### src/rtl/pipe_ctrl_pkg.sv
// -----------------------------------------------------------------------------
// pipe_ctrl_pkg
// Shared definitions for the pipeline controller: stall (hold) levels driven to
// the PC and stage registers, the controller state encoding, and the reset
// vector used for address registers.
// -----------------------------------------------------------------------------
package pipe_ctrl_pkg;

  // Hold levels, ordered so that a larger value stalls more of the pipeline.
  localparam logic [2:0] HOLD_NONE = 3'd0;
  localparam logic [2:0] HOLD_PC   = 3'd1;
  localparam logic [2:0] HOLD_IF   = 3'd2;
  localparam logic [2:0] HOLD_ID   = 3'd3;

  // RUN   : normal flow, redirects accepted from EX and the interrupt unit.
  // PEND  : a redirect is waiting for the fetch bus to become ready.
  // FLUSH : a redirect was issued; wrong-path slots are being squashed.
  typedef enum logic [1:0] {
    RUN   = 2'd0,
    PEND  = 2'd1,
    FLUSH = 2'd2
  } state_e;

  localparam logic [31:0] RESET_VECTOR = 32'h0000_0000;

  // The PC and stage registers honour the strongest stall requested.
  function automatic logic [2:0] hold_max(input logic [2:0] a, input logic [2:0] b);
    return (a > b) ? a : b;
  endfunction

endpackage

### src/rtl/pulse_stretch.sv
// -----------------------------------------------------------------------------
// pulse_stretch
// Turns each rising edge of trig_i into a registered pulse exactly
// WIDTH_CYCLES cycles wide, starting the cycle after the edge. A new edge
// while the pulse is active restarts the full width.
//
// Ports:
//   clk     in   clock
//   rst_n   in   synchronous active-low reset
//   trig_i  in   trigger (level or pulse; only rising edges matter)
//   level_o out  stretched pulse, registered
// -----------------------------------------------------------------------------
module pulse_stretch #(
  parameter int unsigned WIDTH_CYCLES = 4,
  parameter int unsigned CNT_W        = 4
) (
  input  logic clk,
  input  logic rst_n,
  input  logic trig_i,
  output logic level_o
);

  logic             trig_q;
  logic [CNT_W-1:0] cnt_q;
  logic [CNT_W-1:0] cnt_d;
  logic             level_q;
  logic             rise;

  assign rise = trig_i & ~trig_q;

  // NOTE: cnt_d gets its default before any branch so no path leaves it
  // unassigned; a missing default in combinational logic infers a latch.
  always_comb begin
    cnt_d = cnt_q;
    if (rise) begin
      cnt_d = CNT_W'(WIDTH_CYCLES);
    end else if (cnt_q != '0) begin
      cnt_d = cnt_q - CNT_W'(1);
    end
  end

  // NOTE: state is updated with non-blocking assignments so every flop
  // samples pre-edge values regardless of statement order.
  always_ff @(posedge clk) begin
    if (!rst_n) begin
      trig_q  <= 1'b0;
      cnt_q   <= '0;
      level_q <= 1'b0;
    end else begin
      trig_q  <= trig_i;
      cnt_q   <= cnt_d;
      // Registered so the output is glitch-free; equals (cnt_q != 0).
      level_q <= (cnt_d != '0);
    end
  end

  assign level_o = level_q;

endmodule

### src/rtl/pipe_ctrl.sv
// -----------------------------------------------------------------------------
// pipe_ctrl
// Central pipeline controller. Arbitrates redirects and stalls from EX, the
// interrupt controller, the instruction bus and the debug module; drives the
// PC register and flushes the IF/ID and ID/EX stage registers. A redirect that
// arrives while the fetch bus is stalled is parked in PEND and issued on the
// first bus-ready cycle. Debugger reset requests are stretched to RST_CYCLES.
//
// Ports:
//   clk, rst_n                          clock, synchronous active-low reset
//   ex_jump_req_i / ex_jump_addr_i      taken branch/jump from EX
//   ex_hold_req_i                       EX multi-cycle op busy
//   int_jump_req_i / int_jump_addr_i    interrupt entry / mret redirect
//   int_hold_req_i                      interrupt controller writing CSRs
//   bus_hold_req_i                      instruction bus not ready
//   jtag_halt_req_i                     debugger halt
//   jtag_reset_req_i                    debugger core reset
//   jump_flag_o / jump_addr_o           redirect to the PC register
//   hold_flag_o                         stall level (HOLD_*)
//   jtag_reset_flag_o                   stretched core reset, registered
//   flush_o                             squash IF/ID and ID/EX
// -----------------------------------------------------------------------------
module pipe_ctrl
  import pipe_ctrl_pkg::*;
#(
  parameter int unsigned FLUSH_CYCLES = 2,
  parameter int unsigned RST_CYCLES   = 4
) (
  input  logic        clk,
  input  logic        rst_n,
  input  logic        ex_jump_req_i,
  input  logic [31:0] ex_jump_addr_i,
  input  logic        ex_hold_req_i,
  input  logic        int_jump_req_i,
  input  logic [31:0] int_jump_addr_i,
  input  logic        int_hold_req_i,
  input  logic        bus_hold_req_i,
  input  logic        jtag_halt_req_i,
  input  logic        jtag_reset_req_i,
  output logic        jump_flag_o,
  output logic [31:0] jump_addr_o,
  output logic [2:0]  hold_flag_o,
  output logic        jtag_reset_flag_o,
  output logic        flush_o
);

  localparam logic [2:0] FLUSH_LOAD = 3'(FLUSH_CYCLES);

  state_e      state_q, state_d;
  logic [2:0]  fcnt_q, fcnt_d;
  logic [31:0] pend_addr_q, pend_addr_d;

  logic        rst_active;
  logic        id_hold_req;
  logic        freeze;
  logic [31:0] winner_addr;

  // ---------------------------------------------------------------------------
  // JTAG reset stretcher
  // ---------------------------------------------------------------------------
  pulse_stretch #(
    .WIDTH_CYCLES (RST_CYCLES),
    .CNT_W        (4)
  ) u_jtag_rst (
    .clk     (clk),
    .rst_n   (rst_n),
    .trig_i  (jtag_reset_req_i),
    .level_o (jtag_reset_flag_o)
  );

  assign rst_active = jtag_reset_flag_o;

  // ---------------------------------------------------------------------------
  // Stall level
  // ---------------------------------------------------------------------------
  assign id_hold_req = ex_hold_req_i | int_hold_req_i | jtag_halt_req_i | rst_active;

  assign hold_flag_o = hold_max(id_hold_req    ? HOLD_ID : HOLD_NONE,
                                bus_hold_req_i ? HOLD_PC : HOLD_NONE);

  // Stall cycles do not advance the squash window: the slots behind a
  // stalled IF/ID are the same wrong-path slots, not fresh ones.
  assign freeze = (hold_flag_o >= HOLD_IF);

  // Interrupt redirects win over EX redirects.
  assign winner_addr = int_jump_req_i ? int_jump_addr_i : ex_jump_addr_i;

  // ---------------------------------------------------------------------------
  // Next state and outputs
  // ---------------------------------------------------------------------------
  always_comb begin
    state_d     = state_q;
    fcnt_d      = fcnt_q;
    pend_addr_d = pend_addr_q;
    jump_flag_o = 1'b0;
    jump_addr_o = RESET_VECTOR;
    flush_o     = 1'b0;

    if (rst_active) begin
      // The core is being reset: drop any redirect in flight and keep the
      // stage registers empty.
      state_d     = RUN;
      fcnt_d      = '0;
      pend_addr_d = RESET_VECTOR;
      flush_o     = 1'b1;
    end else begin
      unique case (state_q)
        RUN: begin
          if (int_jump_req_i || ex_jump_req_i) begin
            flush_o = 1'b1;
            if (!bus_hold_req_i) begin
              jump_flag_o = 1'b1;
              jump_addr_o = winner_addr;
              fcnt_d      = FLUSH_LOAD;
              state_d     = FLUSH;
            end else begin
              pend_addr_d = winner_addr;
              state_d     = PEND;
            end
          end
        end

        PEND: begin
          // Anything EX resolves now is on the wrong path; only an interrupt
          // can replace the parked target.
          flush_o = 1'b1;
          if (int_jump_req_i) begin
            pend_addr_d = int_jump_addr_i;
          end
          if (!bus_hold_req_i) begin
            jump_flag_o = 1'b1;
            jump_addr_o = int_jump_req_i ? int_jump_addr_i : pend_addr_q;
            fcnt_d      = FLUSH_LOAD;
            state_d     = FLUSH;
          end
        end

        FLUSH: begin
          flush_o = 1'b1;
          if (int_jump_req_i) begin
            if (!bus_hold_req_i) begin
              jump_flag_o = 1'b1;
              jump_addr_o = int_jump_addr_i;
              fcnt_d      = FLUSH_LOAD;
            end else begin
              pend_addr_d = int_jump_addr_i;
              fcnt_d      = '0;
              state_d     = PEND;
            end
          end else if (!freeze) begin
            if (fcnt_q <= 3'd1) begin
              fcnt_d  = '0;
              state_d = RUN;
            end else begin
              fcnt_d = fcnt_q - 3'd1;
            end
          end
        end

        default: begin
          state_d = RUN;
          fcnt_d  = '0;
        end
      endcase
    end
  end

  always_ff @(posedge clk) begin
    if (!rst_n) begin
      state_q     <= RUN;
      fcnt_q      <= '0;
      pend_addr_q <= RESET_VECTOR;
    end else begin
      state_q     <= state_d;
      fcnt_q      <= fcnt_d;
      pend_addr_q <= pend_addr_d;
    end
  end

endmodule

### config.mk
export PLATFORM = sky130hd
export DESIGN_NAME = pipe_ctrl
export DESIGN_NICKNAME = d
export VERILOG_FILES = /design/src/rtl/pipe_ctrl_pkg.sv /design/src/rtl/pulse_stretch.sv /design/src/rtl/pipe_ctrl.sv
export SDC_FILE = /design/constraint.sdc
export NUM_CORES = 1
export LEC_CHECK = 0
export CELL_PAD_IN_SITES_DETAIL_PLACEMENT = 1
export CELL_PAD_IN_SITES_GLOBAL_PLACEMENT = 1
export CORE_ASPECT_RATIO = 0.8
export CORE_MARGIN = 2
export CORE_UTILIZATION = 34
export CTS_CLUSTER_DIAMETER = 50
export DETAILED_ROUTE_END_ITERATION = 10
export GPL_TIMING_DRIVEN = 0
export PLACE_DENSITY = 0.81
export SLEW_MARGIN = 10
export SYNTH_ARGS = -nofsm -noshare
export SYNTH_HDL_FRONTEND = slang
export SYNTH_SLANG_ARGS = --single-unit
### constraint.sdc
create_clock -name clk -period 3.3 [get_ports clk]
set_clock_uncertainty 0.2 [all_clocks]
set_input_delay 0.825 -clock clk [delete_from_list [all_inputs] [get_ports clk]]
set_output_delay 0.825 -clock clk [all_outputs]
set_load 0.03 [all_outputs]
-- Yosys cells after proc, flatten, opt, wreduce, memory -nomap -nowiden
Index checks and enable logic that the tools add are counted.
- bits of input ports: 73
- register bits after elaboration: 43
- memories: 0
- logic and storage cells: 79
- bits in read-only memories: 0
- RAM bits: 0
- latch bits: 0
- equality and inequality tests: 10
- $mul: 0
- div/mod/pow operators: 0
- $lt $le $gt $ge: 3
- reduce and logical (&&, ||, !) cells: 10
- shift-type cells: 0
- $add $sub $neg: 2
- mux-type cells: 42
- bitwise gates (word level): 6
- operators with widths (cell ; count):
    $mux 32 ; 12
    $pmux 32 s3 ; 2
    $mux 2 ; 10
    $mux 3 ; 5
    $ne 2x2->1 const B ; 5
    $reduce_and 5->1 ; 2
    $ne 3x3->1 const B ; 3
    $pmux 3 s3 ; 1
    $mux 4 ; 2
    $reduce_bool 4->1 ; 2
    $mux 1 ; 7
    $pmux 2 s3 ; 1
    $reduce_or 2->1 ; 2
    $sub 4x1->4 const B ; 1
    $le 3x1->1 const B ; 1
    $or 1x1->1 ; 3
    $pmux 1 s3 ; 1
    $reduce_bool 3->1 ; 1
    $sub 3x1->3 const B ; 1
    $eq 2x1->1 const B ; 1
    $eq 2x2->1 const B ; 1
    $ge 2x2->1 const B ; 1
    $gt 2x1->1 ; 1
    $logic_not 2->1 ; 1
    5 further kinds ; 6

-- Logic depth before layout (Yosys ltp)
- depth after elaboration: 10
- gate-level depth with buffers: 8

-- Cells and area by module
Synthesis repeated with hierarchy kept, for this count alone.
- cell total of the unflattened synthesis: 614
- area total of the unflattened synthesis: 4092.7 µm²
- by module, submodules not included (module ; area an instance (µm²) ; instances ; cells an instance):
    pipe_ctrl ; 3808.7 ; 1 ; 583
    pulse_stretch ; 284.0 ; 1 ; 31

-- Worst setup path after synthesis
No wires, ideal clock.
- path type: input to output
- start: input int_jump_req_i
- end: output jump_addr_o[30]
- path buffers: 3
- stages: 6
- slack: -47 ps
- arrival: 2322 ps
- cell sequence: buf_6 buf_2 nor3b_2 buf_2 a22oi_1 a21oi_1
- cells in the longest elaborated chain, start to end: 5
- elaborated cells between the ends (all ways): 9
- RTL lines (item ; line ; source):
    from (decl) ; pipe_ctrl.sv:34 ; input logic int_jump_req_i,
    $mux 32 ; pipe_ctrl.sv:86 ; assign winner_addr = int_jump_req_i ? int_jump_addr_i : ex_jump_addr_i;
    $mux 32 ; pipe_ctrl.sv:111 ; if (!bus_hold_req_i) begin
    $mux 32 ; pipe_ctrl.sv:109 ; if (int_jump_req_i || ex_jump_req_i) begin
    $pmux 32 s3 (*) ; pipe_ctrl.sv:107 ; unique case (state_q)
    $mux 32 (*) ; pipe_ctrl.sv:99 ; if (rst_active) begin
    to (decl) ; pipe_ctrl.sv:41 ; output logic [31:0] jump_addr_o,
Every way passes the cells marked *; elsewhere a longest branch is shown, timed or not.

-- Worst setup path in the final report
- start: input int_jump_addr_i[31]
- end: output jump_addr_o[31]
- cells in the longest elaborated chain, start to end: 5
- elaborated cells between the ends (all ways): 9
- RTL lines (item ; line ; source):
    from (decl) ; pipe_ctrl.sv:35 ; input logic [31:0] int_jump_addr_i,
    $mux 32 ; pipe_ctrl.sv:86 ;
    $mux 32 ; pipe_ctrl.sv:111 ;
    $mux 32 ; pipe_ctrl.sv:109 ;
    $pmux 32 s3 (*) ; pipe_ctrl.sv:107 ;
    $mux 32 (*) ; pipe_ctrl.sv:99 ;
Marked as above.

==> summary.txt <==
Run status
  • Outcome: complete, but fails checks
  • Violated checks: negative setup slack

CTS
  • Clock latency on the worst-skew pair: between 0.2 and 0.3 ns
  • CTS clk-pin slew, worst paths: 0.06 ns
  • Number of buffers created by CTS: 5
  • Post-CTS Hold Buffers: 0
  • CTS max path bufs: 2
  • Clk sinks: 43
  • H-tree depth: 2
  • CTS tree: built
  • CTS root buf: clkbuf_16

Worst hold path
  • Min-delay worst type: reg -> reg

Finish
  • Nets: approximately 700
  • Commonest non-fill, non-tap cells in the layout: 101 x nand2_1, 63 x clkdlybuf4s50_1, 58 x mux2_2, 44 x nor2_1, 42 x dfxtp_1
  • Fraction of layout cells with a size suffix above 1: around 28%
  • Commonest non-fill, non-tap cell in the layout: nand2_1
  • Post-layout util: between 40 and 50%
  • Antenna Cells: 0
  • Layout area overhead: 42.6%

Synth
  • Register bit count reported by yosys: 43
  • Most used flip-flop cell after synthesis: dfxtp_1
  • Synthesis Warnings: 0
  • Post-synth EDFFs: 0
  • Library cells used by synthesis: 46
  • Register area share after synthesis: between 20% and 30%
  • Post-Syn Area per Cell: approximately 7.4 µm²
  • Cells after Synth: between 500 and 600
  • Synth Cell Area: ~0.0038 mm²
  • Share of flip-flops with an asynchronous set or reset: 0%
  • Syn_nets: between 500 and 600

STA
  • Hold slack: roughly 0.28 ns
  • Final Max Tran Viols: 0
  • Final min period: about 3.3 ns
  • FMAX: a little over 300 MHz
  • Endpoints failing setup: 1
  • Final Worst Setup Slack: -0.00348 ns
  • Period utilization: 100%
  • Relative slew slack: approximately 59%
  • Final TNS setup: -0.00348 ns
  • Worst slew pin tran: slightly above 0.6 ns
  • RSZ-0062 raised after global routing: yes
  • Fin. Hold Viols: 0

Pwr
  • Peak supply drop: 286 µV
  • Power per cell area: approximately 550 mW/mm²
  • Static Leak: 2.04 nW

Run
  • Max Cap Violations: 0

Route
  • Mean routed wirelength per cell: around 20 µm
  • Remaining DRCs: 0
  • Vias/cell: between 5 and 6
  • Antenna-violating nets left: 0
  • Vias: 4,596
  • Initial DRC count: 386
  • Drt first pass iters: 8
  • Routed WL: 15.7 mm

Floorplan
  • Die ar.: around 0.012 mm²
  • Core area: 0.0109 mm²
  • DIE HEIGHT: 98.5 µm
  • Ports: around 110
  • Initial Util: around a third
  • FP Rows: 34
  • Die width: ~120 µm

Worst setup path
  • CP required: about 2.3 ns
  • CP top delay family: buffers and inverters
  • Crit Path Class: in -> out
  • Arrival @ worst endpoint: between 2 and 2.5 ns
  • Slowest CP cell: clkdlybuf4s50_1
  • CP Cell Sequence: clkdlybuf4s50_1 > mux2_2 > a222oi_1 > nor2_1 > clkdlybuf4s15_2
  • Worst path max stage delay: 0.49 ns
  • Crit-path max FO: 4
  • WP buf/inv: 2
  • Critical Path Source Type: primary input
  • Critical Path Sink Type: primary output

Global routing
  • First-pass GRT wire length: about 25 mm
  • Pin count of the biggest net entering global routing: 14
  • Initial antenna violation count: 0
  • Number of global-route vias before repair: between 4,000 and 5,000
  • Total grt overflow: 0
  • Gr usage total: between 20% and 30%

Placement
  • DP HPWL: 11.1 mm
  • IO Port Bufs: 107
  • DP Worst Slack: -1.02 ns
  • GP Congestion: around 0.84
-- worst register-to-register path: stages (launching register included) --
cell and delay, ns:
dfxtp_1 0.40, inv_2 0.12, ha_4 0.21, nand3b_1 0.18, a21oi_1 0.51, nand2_1 0.30, clkbuf_1 0.33, o32ai_1 0.35
-- power breakdown --
group,switching [W],internal (W)
clock network,0.000217,0.000435
logic,0.000996,0.000628
registers,0.0000924,0.000621
total,0.00131,0.00168
-- final cells by class --
cell class / instances / area, µm²
flip-flops and latches: 43 / 862
well taps: 144 / 180
inverters: 12 / 45.0
plain buffers: 47 / 304
repair buffers: 109 / 1010
clock buffers: 6 / 129
multi-input cells: 409 / 2820
fillers: 1358 / 5480
clock inverters: 2 / 60.1
-- cell usage after synthesis, types with 2 or more instances --
master | count | share of area, %
a32oi_1 | 4 | 0.92
ha_1 | 7 | 2.3
or3b_2 | 2 | 0.46
inv_1 | 12 | 1.2
nor2b_1 | 6 | 0.99
a222oi_1 | 27 | 7.1
dfxtp_1 | 43 | 23
nand3b_1 | 2 | 0.40
o21ai_0 | 6 | 0.79
o32ai_1 | 28 | 6.5
a211oi_1 | 7 | 1.4
clkbuf_1 | 27 | 2.7
a21oi_1 | 41 | 5.4
a22oi_1 | 2 | 0.40
o211ai_1 | 2 | 0.40
or4_1 | 2 | 0.40
nor2_1 | 66 | 6.5
o22ai_1 | 5 | 0.82
nor3_1 | 6 | 0.79
nand2b_1 | 6 | 0.99
a31o_2 | 6 | 1.4
nand2_1 | 101 | 10
buf_1 | 4 | 0.40
or2_2 | 5 | 0.82
mux2_2 | 59 | 18
buf_2 | 15 | 2.0
nand3_1 | 2 | 0.26
-- cell families after synthesis --
family	synth area share [%]
flip-flops	22.7
multiplexers	17.8
adder cells (fa/ha/maj)	2.31
buffers and inverters	6.73
AND/OR/NAND/NOR	23.2
AO/OA/AOI/OAI	26.9
other	0.0988
XOR/XNOR	0.231
-- per-layer routing --
layer | up-vias | GRT usage, % | routed length [µm]
li1 | 2120 | - | -
met1 | 2254 | 33.8 | 7070
met2 | 200 | 42.4 | 7160
met3 | 22 | 4.98 | 1130
met4 | 0 | 6.81 | 292
met5 | - | 0 | 0
-- flip-flops by register name (all words and copies together) (netlist names) --
register	count
u_jtag_rst.trig_q	1
state_q	2
pend_addr_q	32
u_jtag_rst.cnt_q	4
u_jtag_rst.level_o	1
fcnt_q	3
-- timing repair --
action,CTS,global route
resized for setup,158,78
hold endpoints to repair,0,0
endpoints found under the setup margin,36,34
setup buffers,2,0
pin swaps,8,18
-- worst paths after layout --
| kind | cells past startpoint | to | start | slack (ns) |
|---|---|---|---|---|
| max reg2reg | 7 | pend_addr_q[24] | state_q[0] | 0.61 |
| min reg2reg | 2 | pend_addr_q[19] | pend_addr_q[19] | 0.28 |
| max | 5 | jump_addr_o[31] | int_jump_addr_i[31] | -0.003 |
| min | 2 | pend_addr_q[19] | pend_addr_q[19] | 0.28 |
-- through the flow --
step	area [µm²]	cells	power, W
after global placement	5100	763	0.00220
after CTS	5410	772	0.00295
after floorplan	3850	512	0.00171
after global routing	5410	772	0.00315
final	5410	772	0.00299
after detailed placement	5100	763	0.00227
Note: power is estimated with default switching activity, not from simulation.
